`src/rtl/dmem_arb.sv`:
```
// dmem_arb: two-master round-robin arbiter in front of a single-port data memory.
// Master 0 is the core LSU, master 1 is DMA/debug. Grants are combinational,
// load data returns one cycle after the grant on the granted master's rdata.
module dmem_arb #(
  parameter int WIDTH = 32
) (
  input  logic             clk,
  input  logic             reset,

  input  logic             m0_req,
  input  logic             m0_we,
  input  logic             m0_worb,
  input  logic [WIDTH-1:0] m0_addr,
  input  logic [WIDTH-1:0] m0_wdata,
  output logic             m0_gnt,
  output logic             m0_rvalid,
  output logic [WIDTH-1:0] m0_rdata,

  input  logic             m1_req,
  input  logic             m1_we,
  input  logic             m1_worb,
  input  logic [WIDTH-1:0] m1_addr,
  input  logic [WIDTH-1:0] m1_wdata,
  output logic             m1_gnt,
  output logic             m1_rvalid,
  output logic [WIDTH-1:0] m1_rdata,

  output logic             mem_we,
  output logic             mem_worb,
  output logic [WIDTH-1:0] mem_a,
  output logic [WIDTH-1:0] mem_wd,
  input  logic [WIDTH-1:0] mem_rd
);

  // last_gnt_q = index of the most recently granted master; 1 after reset so
  // master 0 wins the first contention.
  logic             last_gnt_q, last_gnt_d;
  logic             m0_rvalid_q, m0_rvalid_d;
  logic             m1_rvalid_q, m1_rvalid_d;
  logic [WIDTH-1:0] m0_rdata_q, m0_rdata_d;
  logic [WIDTH-1:0] m1_rdata_q, m1_rdata_d;
  logic             gnt0, gnt1;

  // Grant selection: single requester wins outright, contention goes round-robin.
  always_comb begin
    gnt0 = 1'b0;
    gnt1 = 1'b0;
    if (!reset) begin
      if (m0_req && m1_req) begin
        if (last_gnt_q) gnt0 = 1'b1;
        else            gnt1 = 1'b1;
      end else if (m0_req) begin
        gnt0 = 1'b1;
      end else if (m1_req) begin
        gnt1 = 1'b1;
      end
    end
  end

  assign m0_gnt = gnt0;
  assign m1_gnt = gnt1;

  // Memory-side mux; with no grant the port parks on master 0 with writes off.
  always_comb begin
    mem_we   = 1'b0;
    mem_worb = 1'b0;
    mem_a    = m0_addr;
    mem_wd   = m0_wdata;
    if (gnt1) begin
      mem_we   = m1_we;
      mem_worb = m1_worb;
      mem_a    = m1_addr;
      mem_wd   = m1_wdata;
    end else if (gnt0) begin
      mem_we   = m0_we;
      mem_worb = m0_worb;
      mem_a    = m0_addr;
      mem_wd   = m0_wdata;
    end
  end

  // Next-state: round-robin pointer and per-master load response capture.
  always_comb begin
    last_gnt_d  = last_gnt_q;
    m0_rvalid_d = gnt0 && !m0_we;
    m1_rvalid_d = gnt1 && !m1_we;
    m0_rdata_d  = m0_rdata_q;
    m1_rdata_d  = m1_rdata_q;
    if (gnt0) last_gnt_d = 1'b0;
    if (gnt1) last_gnt_d = 1'b1;
    if (gnt0 && !m0_we) m0_rdata_d = mem_rd;
    if (gnt1 && !m1_we) m1_rdata_d = mem_rd;
  end

  // State registers with synchronous reset.
  always_ff @(posedge clk) begin
    if (reset) begin
      last_gnt_q  <= 1'b1;
      m0_rvalid_q <= 1'b0;
      m1_rvalid_q <= 1'b0;
      m0_rdata_q  <= '0;
      m1_rdata_q  <= '0;
    end else begin
      last_gnt_q  <= last_gnt_d;
      m0_rvalid_q <= m0_rvalid_d;
      m1_rvalid_q <= m1_rvalid_d;
      m0_rdata_q  <= m0_rdata_d;
      m1_rdata_q  <= m1_rdata_d;
    end
  end

  // Responses are masked while reset is high so a load granted just before
  // reset never shows up, even in the cycle before the flops clear.
  assign m0_rvalid = m0_rvalid_q && !reset;
  assign m1_rvalid = m1_rvalid_q && !reset;
  assign m0_rdata  = reset ? '0 : m0_rdata_q;
  assign m1_rdata  = reset ? '0 : m1_rdata_q;

endmodule
```
`config.mk`:
```
export PLATFORM = sky130hd
export DESIGN_NAME = dmem_arb
export DESIGN_NICKNAME = d
export VERILOG_FILES = /design/src/rtl/dmem_arb.sv
export SDC_FILE = /design/constraint.sdc
export NUM_CORES = 1
export LEC_CHECK = 0
export ABC_AREA = 1
export ABC_CLOCK_PERIOD_IN_PS = 1100
export CAP_MARGIN = 20
export CORE_UTILIZATION = 33
export CTS_BUF_LIST = sky130_fd_sc_hd__clkbuf_2 sky130_fd_sc_hd__clkbuf_4 sky130_fd_sc_hd__clkbuf_8
export DETAILED_ROUTE_END_ITERATION = 8
export PLACE_DENSITY_LB_ADDON = 0.15
export REMOVE_ABC_BUFFERS = 1
export SYNTH_ARGS = -nofsm -noshare
export SYNTH_HDL_FRONTEND = slang
export SYNTH_SLANG_ARGS = --single-unit
```
`constraint.sdc`:
```
create_clock -name clk -period 1.1 [get_ports clk]
set_input_delay 0.165 -clock clk [delete_from_list [all_inputs] [get_ports clk]]
set_output_delay 0.165 -clock clk [all_outputs]
set_load 0.02 [all_outputs]
```
Word-level counts from Yosys, hierarchy flattened
Cells that the tools add are included.

word-level totals
  bits in registers = 67
  bits in latches = 0
  bits in writable memories = 0
  memory bits (read-only) = 0
  memories kept = 0

cells by class
  $add $sub $neg = 0
  multiply operators = 0
  divide/modulo/power cells = 0
  order comparisons = 0
  eq/ne operators = 0
  shift operators = 0
  muxes and demuxes = 17
  bitwise logic cells = 0
  reductions and logical operators = 9

operators with widths
  operator           number
  $mux 32            4
  $mux 1             13
  $logic_and 1x1->1  5
  $logic_not 1->1    3
  $reduce_or 2->1    1

Logic depth before layout (Yosys ltp)
Gate-level depths: netlist of the first run.

  word-level depth = 5
  depth in mapped cells = 8

Least setup slack after synthesis of the first run
No wires, ideal clock.

  path type = reg2out
  from = register last_gnt_q
  to = output mem_a[10]
  data arrival time = 1.093 ns
  data required time = 0.935 ns
  setup slack = -0.158 ns
  stages on the path, launching flop included = 7
  cell sequence = dfxtp_1 nand2_1 nand2_1 buf_4 buf_2 nand2_1 nand2_1

on the way
  word-level cells in the longest chain between the ends = 4

RTL lines
  item                      line  text
  start: declaration        37    logic last_gnt_q, last_gnt_d;
  start signal: assignment  104   last_gnt_q <= last_gnt_d;
  $mux 1                    50    if (last_gnt_q) gnt0 = 1'b1;
  $mux 1                    49    if (m0_req && m1_req) begin
  $mux 1                    48    if (!reset) begin
  $mux 32                   69    if (gnt1) begin
  end: declaration          30    output logic [WIDTH-1:0] mem_a,

Every way passes these cells.

Final worst setup path of the first run
  from = register last_gnt_q
  to = output mem_wd[7]

on the way
  word-level cells in the longest chain between the ends = 4

RTL lines
  item              line  text
  $mux 1            50
  $mux 1            49
  $mux 1            48
  $mux 32           69
  end: declaration  31    output logic [WIDTH-1:0] mem_wd,

Every way passes these cells.

==> run_summary.xml, run 1 <==
<?xml version="1.0" encoding="UTF-8"?>
<metrics>
  <group name="sta">
    <metric name="worst_clock_skew" unit="ns">0.01082</metric>
    <metric name="unrepaired_setup_endpoints_after_global_routing" unit="">yes</metric>
    <metric name="finalCritPeriodShare" unit="">1.526</metric>
    <metric name="finalWorstSetupSlack" unit="ns">-0.5781</metric>
    <metric name="timing.final.max_slew_violations" unit="">0</metric>
    <metric name="achievable-frequency" unit="MHz">595.9</metric>
    <metric name="timing.slew.headroom" unit="">0.7399</metric>
    <metric name="report.final.setup_viol" unit="">160</metric>
    <metric name="worstMarginPinSlew" unit="ns">0.3902</metric>
    <metric name="holdWs" unit="ns">0.2869</metric>
    <metric name="hold_violations_final" unit="">0</metric>
    <metric name="finalCriticalPeriod" unit="ns">1.678</metric>
  </group>
  <group name="worst_setup_path">
    <metric name="worstSetupPathType" unit="">reg2out</metric>
    <metric name="crit_path_top_delay_cell" unit="">dfxtp_2</metric>
    <metric name="crit_path_cell_trace" unit="">nand2_4 &gt; nand2_8 &gt; inv_8 &gt; buf_6 &gt; buf_16 &gt; nand2_4 &gt; nand2_4 &gt; buf_12</metric>
    <metric name="path_max_fanout" unit="">8</metric>
    <metric name="worst_ep_required_time" unit="ns">0.94</metric>
    <metric name="timing.critical_path.mode_cell" unit="">nand2_4</metric>
    <metric name="cp_slowest_stage_delay" unit="ns">0.36</metric>
    <metric name="critical_path_endpoint_category" unit="">primary output</metric>
    <metric name="timing.reg2reg.setup_slack" unit="ns">-0.38</metric>
    <metric name="worstSetupStartpointType" unit="">register</metric>
    <metric name="ff2ff_path_depth" unit="">10</metric>
    <metric name="rr_startpoint" unit="">last_gnt_q</metric>
    <metric name="r2r-end" unit="">m0_rdata_q[17]</metric>
    <metric name="cp_arrival" unit="ns">1.51</metric>
  </group>
  <group name="final_layout">
    <metric name="layout.nets" unit="">1354</metric>
    <metric name="n_antenna_cell" unit="">0</metric>
    <metric name="finalCoreUtilization" unit="">0.7381</metric>
    <metric name="filler_cell_count" unit="">1076</metric>
    <metric name="post_route_cells_drive_above_1_share" unit="">0.4299</metric>
    <metric name="areaGrowthSynthToFinish" unit="%">118.9</metric>
  </group>
  <group name="yosys">
    <metric name="syn-mean-instance-area" unit="um2">5.444</metric>
    <metric name="synth_largest_type_area_fraction" unit="">0.3004</metric>
    <metric name="yosys_register_bits" unit="">67</metric>
    <metric name="netlist_top_cells_area" unit="">dfxtp_1 (30%), nand2_1 (28%), inv_1 (14%), nor2_1 (11%), nand4_1 (9.0%)</metric>
    <metric name="synthesis.yosys.warnings" unit="">0</metric>
    <metric name="yosys.area.top_type" unit="">dfxtp_1</metric>
    <metric name="synth_seq_area_share" unit="">0.3004</metric>
    <metric name="syn_area" unit="um2">4464</metric>
    <metric name="postSynthCellCount" unit="">820</metric>
    <metric name="post_synth_num_cell_types" unit="">16</metric>
  </group>
  <group name="power_and_ir_drop">
    <metric name="peak_supply_drop" unit="uV">582.4</metric>
    <metric name="power-per-cell-area" unit="nW/um2">870.6</metric>
    <metric name="power.internal" unit="uW">5691</metric>
    <metric name="switching_share" unit="">0.3311</metric>
    <metric name="fin_total_pwr" unit="uW">8509</metric>
    <metric name="power_leakage" unit="uW">0.005029</metric>
    <metric name="power_switching" unit="uW">2818</metric>
    <metric name="power.clock.fraction" unit="">0.285</metric>
    <metric name="combinationalPowerShare" unit="">0.409</metric>
    <metric name="power.sequential.fraction" unit="">0.306</metric>
  </group>
  <group name="routing">
    <metric name="ant_nets" unit="">0</metric>
    <metric name="route.detailed.vias_per_inst" unit="">4.579</metric>
    <metric name="avgRoutedWirePerCell" unit="um">15.48</metric>
    <metric name="drc_errors" unit="">0</metric>
    <metric name="route.final.wire_length" unit="um">21160</metric>
    <metric name="number_of_drc_markers_in_iteration_0" unit="">405</metric>
    <metric name="firstDrtPassIters" unit="">5</metric>
    <metric name="vias" unit="">6259</metric>
  </group>
  <group name="hold_path">
    <metric name="timing.hold.worst.class" unit="">in2reg</metric>
    <metric name="worst_hold_startpoint" unit="">m0_req</metric>
    <metric name="worst_min_delay_path_endpoint" unit="">last_gnt_q</metric>
    <metric name="min_delay_path_depth" unit="">2</metric>
  </group>
  <group name="clock_network">
    <metric name="cts_sinks" unit="">67</metric>
    <metric name="tritoncts_buffers" unit="">9</metric>
    <metric name="insertion_delay" unit="ns">0.34</metric>
    <metric name="cts.clk_slew.worst_paths" unit="ns">0.08</metric>
    <metric name="htreeDepth" unit="">3</metric>
    <metric name="cts_buffer_depth" unit="">2</metric>
    <metric name="tritoncts" unit="">done</metric>
    <metric name="clock-root-buffer" unit="">clkbuf_8</metric>
  </group>
  <group name="global_routing">
    <metric name="gr-total-overflow" unit="">0</metric>
    <metric name="grt_max_degree" unit="">37</metric>
    <metric name="number_of_antenna_violations_at_the_first_check_in_global_routing" unit="">0</metric>
    <metric name="grt_pass1_wl" unit="um">31370</metric>
    <metric name="first_global_vias" unit="">5857</metric>
    <metric name="grtUsageTotal" unit="">0.2909</metric>
  </group>
  <group name="placed_design">
    <metric name="placement.io_buffers" unit="">301</metric>
    <metric name="pre_cts_slack" unit="ns">-1.146</metric>
    <metric name="dpl.hpwl" unit="um">13880</metric>
    <metric name="gp_routability_congestion" unit="">0.8563</metric>
  </group>
  <group name="status">
    <metric name="run_status" unit="">complete, but fails checks</metric>
    <metric name="failing_checks" unit="">negative setup slack</metric>
  </group>
  <group name="die">
    <metric name="die_area" unit="um2">14000</metric>
    <metric name="floorplan.die.height" unit="um">118.3</metric>
    <metric name="floorplan.initialDensity" unit="">0.3371</metric>
    <metric name="floorplan.rows" unit="">42</metric>
    <metric name="coreArea" unit="um2">13240</metric>
    <metric name="die_w" unit="um">118.3</metric>
    <metric name="top_level_ports" unit="">302</metric>
  </group>
  <group name="run">
    <metric name="max-cap-violations" unit="">0</metric>
  </group>
</metrics>
## cells in the mapped netlist (all sizes together)
library cell and n:
clkbuf 12, nand2 328, clkinv 1, nor2 132, nand3 2, inv 171
o211ai 1, dfxtp 67, buf 41, nand4 64, o21ai 1
## cell type report
type	instances	area, um2	area share
multi-input combinational	528	2879	0.2945
clock inverter	6	95.09	0.009729
tap	176	220.2	0.02253
timing repair buffer	408	4382	0.4483
sequential	67	1404	0.1436
inverter	172	656.9	0.06720
clock buffer	10	137.6	0.01408
## worst max-delay path, delay by kind of cell, from the launching register on
kind,cells,cell delay (ns)
flops,1,0.36
buf+inv,4,0.47
simple gates,4,0.32
## layout by cell type, fill, tap and decap left out, types with 2 or more instances in the layout
cell / n
inv_1: 119
buf_2: 3
nand2_4: 40
buf_8: 5
bufinv_16: 2
nand2_1: 225
buf_6: 98
nand4_1: 64
dfxtp_1: 17
clkbuf_8: 10
inv_6: 2
buf_12: 20
nor2_1: 87
clkdlybuf4s50_1: 164
buf_4: 98
nor2_2: 22
nor2_4: 22
nand2_2: 62
dfxtp_2: 50
clkinv_4: 2
buf_16: 10
clkdlybuf4s15_2: 6
inv_2: 50
dlygate4sd2_1: 2
clkbuf_16: 2
## layer usage
layer / part of all wire / track usage / wire, um
met4: 0.012 / 0.06490 / 248
met3: 0.083 / 0.07963 / 1750
met1: 0.41 / 0.3677 / 8766
met5: 0 / 0 / 0
met2: 0.49 / 0.4897 / 10400
## logic make-up after synthesis
logic type / synth area share
flip-flops: 0.3004
AND/OR/NAND/NOR: 0.4863
buffers and inverters: 0.2105
AO/OA/AOI/OAI: 0.002802
## timing repair
action	4_1_cts	5_1_grt
cloned	12	2
buffers inserted	20	15
endpoints found under the setup margin	201	201
hold buffers	0	0
pin swaps	35	51
resized for setup	836	197
## stage by stage
stage	std cells	TNS (ns)	cell area [um2]
finish	1367	-57.99	9774
global route	1367	-70.15	9774
CTS	1352	-55.37	9196
detailed placement	1305	-149.57	8009
global placement	1305	-147.78	8009
floorplan	767	-192.59	4170
## registers in the layout (all words and copies together) (netlist names)
register	flops
last_gnt_q	1
m0_rdata_q	32
m0_rvalid_q	1
m1_rdata_q	32
m1_rvalid_q	1
## power by group through the flow
stage | Clock (uW) | Sequential (uW) | Combinational (uW)
final | 2430 | 2600 | 3480
after global routing | 2530 | 2610 | 3710
after CTS | 2450 | 2580 | 3260
after detailed placement | 0 | 2630 | 2790
after global placement | 0 | 2620 | 2780
after floorplan | 0 | 2620 | 1110
## worst max-delay path by stage
stage	start	endpoint	slack, ns
floorplan	last_gnt_q	mem_we	-2.28
global placement	m1_req	mem_a[29]	-1.13
detailed placement	m1_req	mem_a[29]	-1.15
CTS	last_gnt_q	mem_wd[27]	-0.56
global route	last_gnt_q	mem_wd[25]	-0.62
finish	last_gnt_q	mem_wd[7]	-0.58
No activity file was read; power rests on OpenSTA's default activity.
==> run 2, diff against run 1 <==
--- a/config.mk
+++ b/config.mk
@@ -10,8 +10,10 @@
 export CAP_MARGIN = 20
 export CORE_UTILIZATION = 33
 export CTS_BUF_LIST = sky130_fd_sc_hd__clkbuf_2 sky130_fd_sc_hd__clkbuf_4 sky130_fd_sc_hd__clkbuf_8
+export CTS_CLUSTER_SIZE = 28
 export DETAILED_ROUTE_END_ITERATION = 8
-export PLACE_DENSITY_LB_ADDON = 0.15
+export PLACE_DENSITY = 0.89
+export RECOVER_POWER = 25
 export REMOVE_ABC_BUFFERS = 1
 export SYNTH_ARGS = -nofsm -noshare
 export SYNTH_HDL_FRONTEND = slang
==> run_summary.xml, run 2 (synthesis gave the netlist of run 1 again) <==
<?xml version="1.0" encoding="UTF-8"?>
<metrics>
  <group name="status">
    <metric name="run_status" unit="">complete, but fails checks</metric>
    <metric name="failing_checks" unit="">negative setup slack</metric>
  </group>
  <group name="global_routing">
    <metric name="grtUsageMet3" unit="">0.08253</metric>
    <metric name="number_of_antenna_violations_at_the_first_check_in_global_routing" unit="">0</metric>
    <metric name="gr-total-overflow" unit="">0</metric>
    <metric name="grt_use_met2" unit="">0.5816</metric>
    <metric name="grt_pass1_wl" unit="um">33950</metric>
    <metric name="use_met1" unit="">0.3601</metric>
    <metric name="grt_busiest_layer" unit="">met2</metric>
    <metric name="grt_max_degree" unit="">34</metric>
    <metric name="grtUsageTotal" unit="">0.3211</metric>
    <metric name="first_global_vias" unit="">6220</metric>
  </group>
  <group name="worst_setup_path">
    <metric name="crit_path_top_delay_cell" unit="">dfxtp_2</metric>
    <metric name="critical_path_endpoint_category" unit="">primary output</metric>
    <metric name="worstSetupPathType" unit="">reg2out</metric>
    <metric name="worst_ep_required_time" unit="ns">0.94</metric>
    <metric name="crit_family" unit="">buffers and inverters</metric>
    <metric name="cp_arrival" unit="ns">1.53</metric>
    <metric name="crit_path_cell_trace" unit="">nand2_4 &gt; nand2_8 &gt; buf_8 &gt; buf_12 &gt; buf_4 &gt; nand2_2 &gt; nand2_2 &gt; buf_6</metric>
    <metric name="path_max_fanout" unit="">5</metric>
    <metric name="cp.buffers_inverters" unit="">4</metric>
    <metric name="timing.reg2reg.setup_slack" unit="ns">-0.40</metric>
    <metric name="timing.critical_path.mode_cell" unit="">nand2_2</metric>
    <metric name="cp_slowest_stage_delay" unit="ns">0.34</metric>
    <metric name="worstSetupStartpointType" unit="">register</metric>
  </group>
  <group name="run">
    <metric name="max-cap-violations" unit="">0</metric>
  </group>
  <group name="power_and_ir_drop">
    <metric name="peak_supply_drop" unit="uV">502.8</metric>
    <metric name="power-per-cell-area" unit="nW/um2">855.6</metric>
    <metric name="power_leakage" unit="uW">0.004691</metric>
  </group>
  <group name="sta">
    <metric name="report.final.setup_viol" unit="">184</metric>
    <metric name="timing.slew.headroom" unit="">0.7416</metric>
    <metric name="finalCritPeriodShare" unit="">1.539</metric>
    <metric name="timing.final.max_slew_violations" unit="">0</metric>
    <metric name="holdWs" unit="ns">0.3325</metric>
    <metric name="hold_violations_final" unit="">0</metric>
    <metric name="unrepaired_setup_endpoints_after_global_routing" unit="">yes</metric>
    <metric name="fin_setup_tns" unit="ns">-55.56</metric>
    <metric name="finalWorstSetupSlack" unit="ns">-0.5931</metric>
    <metric name="worstMarginPinSlew" unit="ns">0.3876</metric>
    <metric name="finalCriticalPeriod" unit="ns">1.693</metric>
    <metric name="worst_clock_skew" unit="ns">0.007516</metric>
    <metric name="achievable-frequency" unit="MHz">590.6</metric>
  </group>
  <group name="routing">
    <metric name="ant_nets" unit="">0</metric>
    <metric name="number_of_drc_markers_in_iteration_0" unit="">673</metric>
    <metric name="drc_errors" unit="">0</metric>
    <metric name="avgRoutedWirePerCell" unit="um">17.28</metric>
    <metric name="vias" unit="">6544</metric>
    <metric name="firstDrtPassIters" unit="">5</metric>
    <metric name="route.final.wire_length" unit="um">23550</metric>
    <metric name="route.detailed.vias_per_inst" unit="">4.801</metric>
  </group>
  <group name="die">
    <metric name="top_level_ports" unit="">302</metric>
    <metric name="coreArea" unit="um2">13240</metric>
    <metric name="die_w" unit="um">118.3</metric>
    <metric name="floorplan.initialDensity" unit="">0.3371</metric>
    <metric name="floorplan.rows" unit="">42</metric>
    <metric name="die_area" unit="um2">14000</metric>
    <metric name="floorplan.die.height" unit="um">118.3</metric>
  </group>
  <group name="final_layout">
    <metric name="final_common_cell" unit="">nand2_1</metric>
    <metric name="filler_cell_count" unit="">1059</metric>
    <metric name="most_frequent_cells_in_the_layout" unit="">nand2_1 (265), clkdlybuf4s50_1 (164), inv_1 (149), buf_4 (133), nor2_1 (107)</metric>
    <metric name="areaGrowthSynthToFinish" unit="%">103.8</metric>
    <metric name="top_regs" unit="">m0_rdata_q: 32 flops, m1_rdata_q: 32 flops</metric>
    <metric name="post_route_cells_drive_above_1_share" unit="">0.3252</metric>
    <metric name="number_of_standard_cells_in_the_layout_taps_in_and_fillers_out" unit="">1363</metric>
    <metric name="layout.nets" unit="">1350</metric>
    <metric name="finalCoreUtilization" unit="">0.6870</metric>
    <metric name="n_antenna_cell" unit="">0</metric>
  </group>
  <group name="placed_design">
    <metric name="placed_cell_count" unit="">1311</metric>
    <metric name="dpl.hpwl" unit="um">15550</metric>
    <metric name="pre_cts_slack" unit="ns">-1.173</metric>
    <metric name="placement.io_buffers" unit="">301</metric>
    <metric name="gp_routability_congestion" unit="">0.9222</metric>
  </group>
  <group name="clock_network">
    <metric name="tritoncts" unit="">done</metric>
    <metric name="cts_buffer_depth" unit="">2</metric>
    <metric name="cts.clk_slew.worst_paths" unit="ns">0.07</metric>
    <metric name="clock-root-buffer" unit="">clkbuf_8</metric>
    <metric name="htreeDepth" unit="">3</metric>
    <metric name="tritoncts_buffers" unit="">9</metric>
    <metric name="insertion_delay" unit="ns">0.35</metric>
    <metric name="postCtsHoldBufs" unit="">0</metric>
    <metric name="cts_sinks" unit="">67</metric>
  </group>
  <group name="hold_path">
    <metric name="timing.hold.worst.class" unit="">in2reg</metric>
  </group>
</metrics>
## run 2: what timing repair did
action,in CTS,in global routing
gates resized for setup,765,97
pin swaps,22,29
setup endpoints to repair,201,200
buffers inserted,20,7
gates cloned,8,2
## run 2: worst min-delay path, cell delays in order
cell             delay [ns]
clkdlybuf4s15_2        0.23
buf_4                  0.13
o211ai_1               0.10
## run 2: cell type report
type	count	area, um2	share of cell area
Timing Repair Buffer	404	4140	0.4551
Inverter	172	658.1	0.07234
Tap cell	176	220.2	0.02421
Multi-Input combinational cell	528	2540	0.2792
Clock buffer	11	145.1	0.01595
Sequential cell	67	1365	0.1500
Clock inverter	5	28.78	0.003163
## run 2: worst paths after layout
path	from	cells after the start	to
min	m0_req	3	last_gnt_q
max	last_gnt_q	8	mem_a[7]
min reg2reg	m1_rdata_q[24]	4	m1_rdata_q[24]
max reg2reg	last_gnt_q	11	m0_rdata_q[4]
## run 2: metrics by stage
stage / power (uW) / cell area, um2
floorplan: 3733 / 4170
global placement: 5389 / 8011
detailed placement: 5425 / 8011
CTS: 7570 / 8791
global route: 8108 / 9097
finish: 7784 / 9097
## run 2: routing by layer
metal	up-vias	part of all wire	routed length (um)
li1	3114	-	-
met1	2982	0.37	8627
met2	391	0.50	11870
met3	57	0.099	2327
met4	0	0.031	733
met5	-	0	0
## run 2: power by group
group | switching [uW] | internal (uW)
Clock | 984 | 893
Sequential | 38.5 | 2550
Combinational | 1660 | 1660
